## config.mk

```make
export PLATFORM = sky130hd
export DESIGN_NAME = bus_read_sequencer
export DESIGN_NICKNAME = d
export VERILOG_FILES = /design/src/rtl/bus_read_sequencer.sv
export SDC_FILE = /design/constraint.sdc
export NUM_CORES = 1
export LEC_CHECK = 0
export BUFFER_PORTS_ARGS = -buffer_cell sky130_fd_sc_hd__buf_2
export CAP_MARGIN = 5
export CORE_UTILIZATION = 43
export DETAILED_ROUTE_END_ITERATION = 8
export GPL_TIMING_DRIVEN = 0
export PLACE_DENSITY = 0.73
export SLEW_MARGIN = 20
export SYNTH_ARGS = -nofsm -noshare
export SYNTH_HDL_FRONTEND = slang
export SYNTH_SLANG_ARGS = --single-unit
```

## constraint.sdc

```tcl
create_clock -name clk -period 2.15 [get_ports clk]
set_clock_uncertainty 0.2 [all_clocks]
set_input_delay 0.215 -clock clk [delete_from_list [all_inputs] [get_ports clk]]
set_output_delay 0.215 -clock clk [all_outputs]
set_load 0.05 [all_outputs]
```

## src/rtl/bus_read_sequencer.sv

```systemverilog
// bus_read_sequencer
//   Sequences reads from four 8-bit tri-state source registers that share one
//   data bus. A read enables one source for a settle cycle (DRIVE), captures
//   the bus at the end of a second cycle (SAMPLE), then holds the byte until
//   the consumer takes it (HOLD, valid/ready handshake). A burst reads
//   sources 0..3 in order; a single read takes the source given by src_sel.
//
// Ports
//   clk       system clock, rising edge
//   clr       synchronous active-high reset
//   start     request pulse, sampled only in IDLE
//   burst     sampled with start: 1 = sources 0..3, 0 = single read
//   src_sel   source index for a single read, sampled with start
//   en_n      active-low source output enables, registered, at most one low
//   bus_in    shared data bus
//   rd_data   captured byte
//   rd_src    source index that produced rd_data
//   rd_valid  rd_data/rd_src valid, held until accepted
//   rd_ready  consumer accepts when rd_valid & rd_ready at a rising edge
//   busy      high in every state except IDLE
//
// Build option
//   DRIVE_GAP_EN  when defined, every exit from HOLD spends one extra cycle in
//                 GAP with all enables high before the next DRIVE or IDLE,
//                 giving the bus a turnaround cycle between sources.

module bus_read_sequencer (
  input  logic       clk,
  input  logic       clr,
  input  logic       start,
  input  logic       burst,
  input  logic [1:0] src_sel,
  output logic [3:0] en_n,
  input  logic [7:0] bus_in,
  output logic [7:0] rd_data,
  output logic [1:0] rd_src,
  output logic       rd_valid,
  input  logic       rd_ready,
  output logic       busy
);

`ifdef DRIVE_GAP_EN
  typedef enum logic [2:0] {IDLE, DRIVE, SAMPLE, HOLD, GAP} state_t;
`else
  typedef enum logic [1:0] {IDLE, DRIVE, SAMPLE, HOLD} state_t;
`endif

  state_t     state_reg, state_next;
  logic [1:0] idx_reg, idx_next;
  logic       mode_reg, mode_next;
  logic [3:0] en_n_reg, en_n_next;
  logic [7:0] rd_data_reg, rd_data_next;
  logic [1:0] rd_src_reg, rd_src_next;
  logic       rd_valid_reg, rd_valid_next;
  logic       busy_reg, busy_next;
  logic       drive_next;

  // State register: every output is a flop so en_n cannot glitch.
  always_ff @(posedge clk) begin
    if (clr) begin
      state_reg    <= IDLE;
      idx_reg      <= 2'd0;
      mode_reg     <= 1'b0;
      en_n_reg     <= 4'b1111;
      rd_data_reg  <= 8'h00;
      rd_src_reg   <= 2'd0;
      rd_valid_reg <= 1'b0;
      busy_reg     <= 1'b0;
    end else begin
      state_reg    <= state_next;
      idx_reg      <= idx_next;
      mode_reg     <= mode_next;
      en_n_reg     <= en_n_next;
      rd_data_reg  <= rd_data_next;
      rd_src_reg   <= rd_src_next;
      rd_valid_reg <= rd_valid_next;
      busy_reg     <= busy_next;
    end
  end

  // Next-state logic. When a transaction finishes, mode is cleared so that
  // GAP can tell "burst continues" (mode=1) from "done" (mode=0) without
  // looking at idx, which is 3 in both the last-continue and done cases.
  always_comb begin
    state_next = state_reg;
    idx_next   = idx_reg;
    mode_next  = mode_reg;
    case (state_reg)
      IDLE: begin
        if (start) begin
          state_next = DRIVE;
          idx_next   = burst ? 2'd0 : src_sel;
          mode_next  = burst;
        end
      end
      DRIVE:  state_next = SAMPLE;
      SAMPLE: state_next = HOLD;
      HOLD: begin
        if (rd_ready) begin
          if (mode_reg && (idx_reg != 2'd3)) begin
            idx_next = idx_reg + 2'd1;
`ifdef DRIVE_GAP_EN
            state_next = GAP;
`else
            state_next = DRIVE;
`endif
          end else begin
            mode_next = 1'b0;
`ifdef DRIVE_GAP_EN
            state_next = GAP;
`else
            state_next = IDLE;
`endif
          end
        end
      end
`ifdef DRIVE_GAP_EN
      GAP: state_next = mode_reg ? DRIVE : IDLE;
`endif
      default: state_next = IDLE;
    endcase
  end

  // Output logic: next values of the registered outputs, derived from the
  // state being entered so they line up with the state register.
  assign drive_next = (state_next == DRIVE) || (state_next == SAMPLE);

  genvar gi;
  generate
    for (gi = 0; gi < 4; gi++) begin : g_en
      assign en_n_next[gi] = !(drive_next && (idx_next == 2'(gi)));
    end
  endgenerate

  always_comb begin
    rd_data_next  = rd_data_reg;
    rd_src_next   = rd_src_reg;
    rd_valid_next = rd_valid_reg;
    busy_next     = (state_next != IDLE);
    if (state_reg == SAMPLE) begin
      rd_data_next  = bus_in;
      rd_src_next   = idx_reg;
      rd_valid_next = 1'b1;
    end else if ((state_reg == HOLD) && rd_ready) begin
      rd_valid_next = 1'b0;
    end
  end

  assign en_n     = en_n_reg;
  assign rd_data  = rd_data_reg;
  assign rd_src   = rd_src_reg;
  assign rd_valid = rd_valid_reg;
  assign busy     = busy_reg;

endmodule

```

== Word level (Yosys, flattened, before mapping) ==
Cells that the tools add are included.
Storage, ports and cells
  logic and storage cells: 53
  output and inout bits: 16
  register bits: 21
  input port bits: 15
Operators by class
  reductions and logical operators: 17
  multiplexer cells: 15
  equality and inequality tests: 12
  add/subtract/negate cells: 1
Operators by type and width (count)
  2-bit two-way mux: 6
  2-bit equality test (second input constant): 5
  2-bit inequality test (second input constant): 4
  2-bit one-hot mux with 4 select lines: 1
  2-bit by 1-bit equality test with 1-bit output (second input constant): 3
  1-bit logical AND: 6
  1-bit two-way mux: 6
  2-bit nonzero test: 3
  1-bit logical NOT: 4
  2-bit logical NOT: 2
  2-bit one-hot mux with 2 select lines: 1
  4-bit AND reduction: 1
  2-bit by 1-bit adder with 2-bit output (second input constant): 1
  1-bit one-hot mux with 2 select lines: 1
  1-bit logical OR: 1

== Longest topological paths before layout ==
  word-level depth: 9
  gate-level depth with buffers: 8
  mapped depth without buffers: 8

== Worst setup path after synthesis ==
OpenSTA, ideal clock, no wires.
  path type: register to register
  from: register state_reg[0]
  to: register en_n_reg[3], in the netlist en_n[3]
  path buffers: 0
  clock period less this slack: 2122 ps
  library setup time: 127 ps
  setup slack: 28 ps
  cell stages (with the launch flop): 8
  data required time: 1823 ps
  arrival: 1795 ps
  cells stage by stage: dfxtp_1 > ha_1 > nand2b_1 > o21ai_0 > o32ai_1 > ha_1 > nor2b_1 > or3b_1
On the way
  longest elaborated chain between the ends: 6
  elaborated cells between the ends (all ways): 14
  classes of those cells: eq/ne (6); mux (4); reduce/logical (4)
RTL lines
  start, declared: RTL line 48  | state_t state_reg, state_next;
  start signal, assigned: RTL line 70  | state_reg <= state_next;
  2-bit equality test (tied with other cells): RTL line 88  | case (state_reg)
  2-bit one-hot mux with 4 select lines: RTL line 88
  2-bit by 1-bit equality test with 1-bit output / 2-bit equality test (equally long branches): RTL line 126  | assign drive_next = (state_next == DRIVE) || (state_next == SAMPLE);
  1-bit logical OR: RTL line 126
  1-bit logical AND *: RTL line 131  | assign en_n_next[gi] = !(drive_next && (idx_next == 2'(gi)));
  1-bit logical NOT *: RTL line 131
  end signal, assigned: RTL line 73  | en_n_reg <= en_n_next;
  end, declared: RTL line 51  | logic [3:0] en_n_reg, en_n_next;
Every way passes the cells marked *; elsewhere a longest branch is shown, timed or not.
A chain may end at the register's enable or synchronous reset.

== Worst setup path in the final report ==
  from: register state_reg[1]
  to: register en_n_reg[3], in the netlist en_n[3]
The elaborated chain is that of the path after synthesis.

==> metrics.md <==
| Metric | Value |
|---|---|
| Cell taking the most area after synthesis | `dfxtp_1` |
| DR iter-0 viols | `7` |
| Vias in the first global route | `669` |
| DP HPWL | `1270 um` |
| Worst Tran Pin Value | `490 ps` |
| Setup Crit Path Kind | `reg -> reg` |
| Post-synth top area share | `46.3%` |
| Nature of the critical path endpoint | `flop` |
| GPL Wtd Cong | `0.794` |
| Num ports | `31` |
| Post-layout minimum cycle time | `2070 ps` |
| Ys async rst share | `0%` |
| Layout area overhead | `42.8%` |
| Core ar. | `0.00198 sq mm` |
| Flops & latches, synth | `21` |
| Max reg flops | `8` |
| Initial core utilization | `45.8%` |
| Multi-input gate area | `528 sq um` |
| Largest net degree at the start of global routing | `12` |
| Leak Pwr | `0.549 nW` |
| First-pass GRT wire length | `2830 um` |
| Max cap viols | `0` |
| Later-pin clock latency in the skew report | `310 ps` |
| Die ar. | `0.00230 sq mm` |
| Die Ht | `48.0 um` |
| CTS max path bufs | `2` |
| FMAX | `0.483 GHz` |
| Worst vdd ir | `0.000677 V` |
| Most common cell after layout, fill and taps aside | `buf_2` |
| CTS Buf Count | `3` |
| Routed wire per std cell | `12.0 um` |
| CP max FO | `5` |
| Place WS | `-285 ps` |
| Synthesized instance count | `88` |
| Antenna-violating nets left | `0` |
| Die width | `48.0 um` |
| TritonRoute pass-1 iters | `3` |
| Ant diodes | `0` |
| TritonCTS clock tree | `done` |
| Final Hold Viols | `0` |
| Post-synthesis sequential area ratio | `46.3%` |
| GRT Residual Overflow | `0` |
| Most frequent cells in the layout | `buf_2 (30), nor2_1 (17), dfxtp_1 (17)` |
| Vias | `778` |
| Final Cycle Share | `96.3%` |
| Final Max Tran Viols | `0` |
| Final setup vio count | `0` |
| Synth unique cells | `27` |
| Critical Path RT | `2150 ps` |
| Initial antenna violation count | `0` |
| Hold Path Class | `in -> reg` |
| Arrival @ worst endpoint | `2070 ps` |
| Placed cell area | `0.00109 sq mm` |
| Post-route worst setup slack | `79.3 ps` |
| Pwr dens | `1010 mW/mm^2` |
| Post-synth EDFFs | `0` |
| Site Rows | `16` |
| DR vias/cell | `4.89` |
| DRT Wirelength | `1900 um` |
| CTS Root Cell | `clkbuf_4` |
| # DRC | `0` |
| Top FF cell, synth | `dfxtp_1` |
| Worst setup SP type | `flop` |
| Mapped Avg Cell Area | `10.3 sq um` |
| Area contributors post-synth | `dfxtp_1 (46%), mux2i_1 (11%), nor2_1 (7.0%)` |
| Sink Count | `21` |
| Status | `completed` |
| RSZ-0062 raised after global routing | `true` |
| Clock transition at path regs | `110 ps` |
| FF/Latch Area | `430 sq um` |
| Worst slew margin | `67.4%` |
| Tot GR Track Use | `18.1%` |
| Cell Area, Synth | `908 sq um` |
| Design Area, Final | `0.00130 sq mm` |
| Synth warn | `0` |
| Share of post-route cells with drive strength above 1 | `43.9%` |
| Syn nets | `108` |
| Port Buf Inserts | `29` |
| Number of fill cells | `159` |
| Final nets | `153` |
| CTS H-tree depth | `1` |
[layout make-up]
cell class                      count  share of cell area (%)
Multi-Input combinational cell     59                    40.7
Sequential cell                    21                    33.2
Timing Repair Buffer               40                    19.1
Tap cell                           27                    2.60
Clock buffer                        4                    2.03
Inverter                            5                    1.45
Buffer                              3                   0.964
[through the flow]
step | power [W] | util [%] | TNS (ps) | hold slack [ps] | std cells
4_1_cts | 0.00128 | 62.6 | 0 | 49.2 | 157
2_1_floorplan | 0.000907 | - | 0 | 162 | 88
3_3_place_gp | 0.000996 | 54.9 | -167 | 249 | 144
5_1_grt | 0.00139 | 65.5 | -6.19 | 93.8 | 159
6_report | 0.00131 | 65.5 | 0 | 42.5 | 159
3_5_place_dp | 0.00102 | 54.9 | -379 | 265 | 144
[synthesized netlist by cell type, types with 2 or more instances]
library cell   n
nor2b_1        2
clkbuf_1       2
ha_1           5
dfxtp_1       21
nand4b_1       3
nor2_1        17
mux2i_1       10
inv_1          5
nand3b_1       2
o21ai_0        3
nand2_1        2
[worst max-delay path, cell delays in order (launching register included)]
cell,delay (ps)
dfxtp_2,420
ha_4,180
nand2b_4,80
o21ai_1,150
o32ai_2,120
ha_1,300
nor2b_4,170
or3b_1,340
[final timing paths]
| check | end | depth (start not counted) | slack, ps | startpoint |
|---|---|---|---|---|
| max | en_n[3] | 7 | 80 | state_reg[1] |
| min | rd_valid | 4 | 40 | rd_ready |
| max reg2reg | en_n[3] | 7 | 80 | state_reg[1] |
| min reg2reg | rd_src[0] | 2 | 300 | rd_src[0] |
[timing repair]
item,in CTS,in global routing
hold buffers,8,0
gates cloned,0,0
gates resized for setup,11,12
endpoints found under the setup margin,4,1
hold endpoints to repair,8,0
pin swaps,0,3
buffers inserted,1,2
[routing by layer]
metal	share of wire, %	GRT usage (%)
met5	0	0
met4	2.0	8.33
met2	47	30.3
met3	4.2	3.40
met1	47	22.4
[power by group]
part	switching [W]	leakage (nW)	internal, W
logic	0.000372	0.361	0.000251
registers	0.0000440	0.174	0.000454
clock network	0.000119	0.0150	0.0000725
[cell families after synthesis]
kind of cell / share of synthesized area [%]
muxes: 11.0
adders and majority gates: 6.89
buffers and inverters: 3.44
DFF: 46.3
and+or+nand+nor: 19.7
AOI/OAI and AO/OA: 12.7
(Power assumes the default switching activity.)
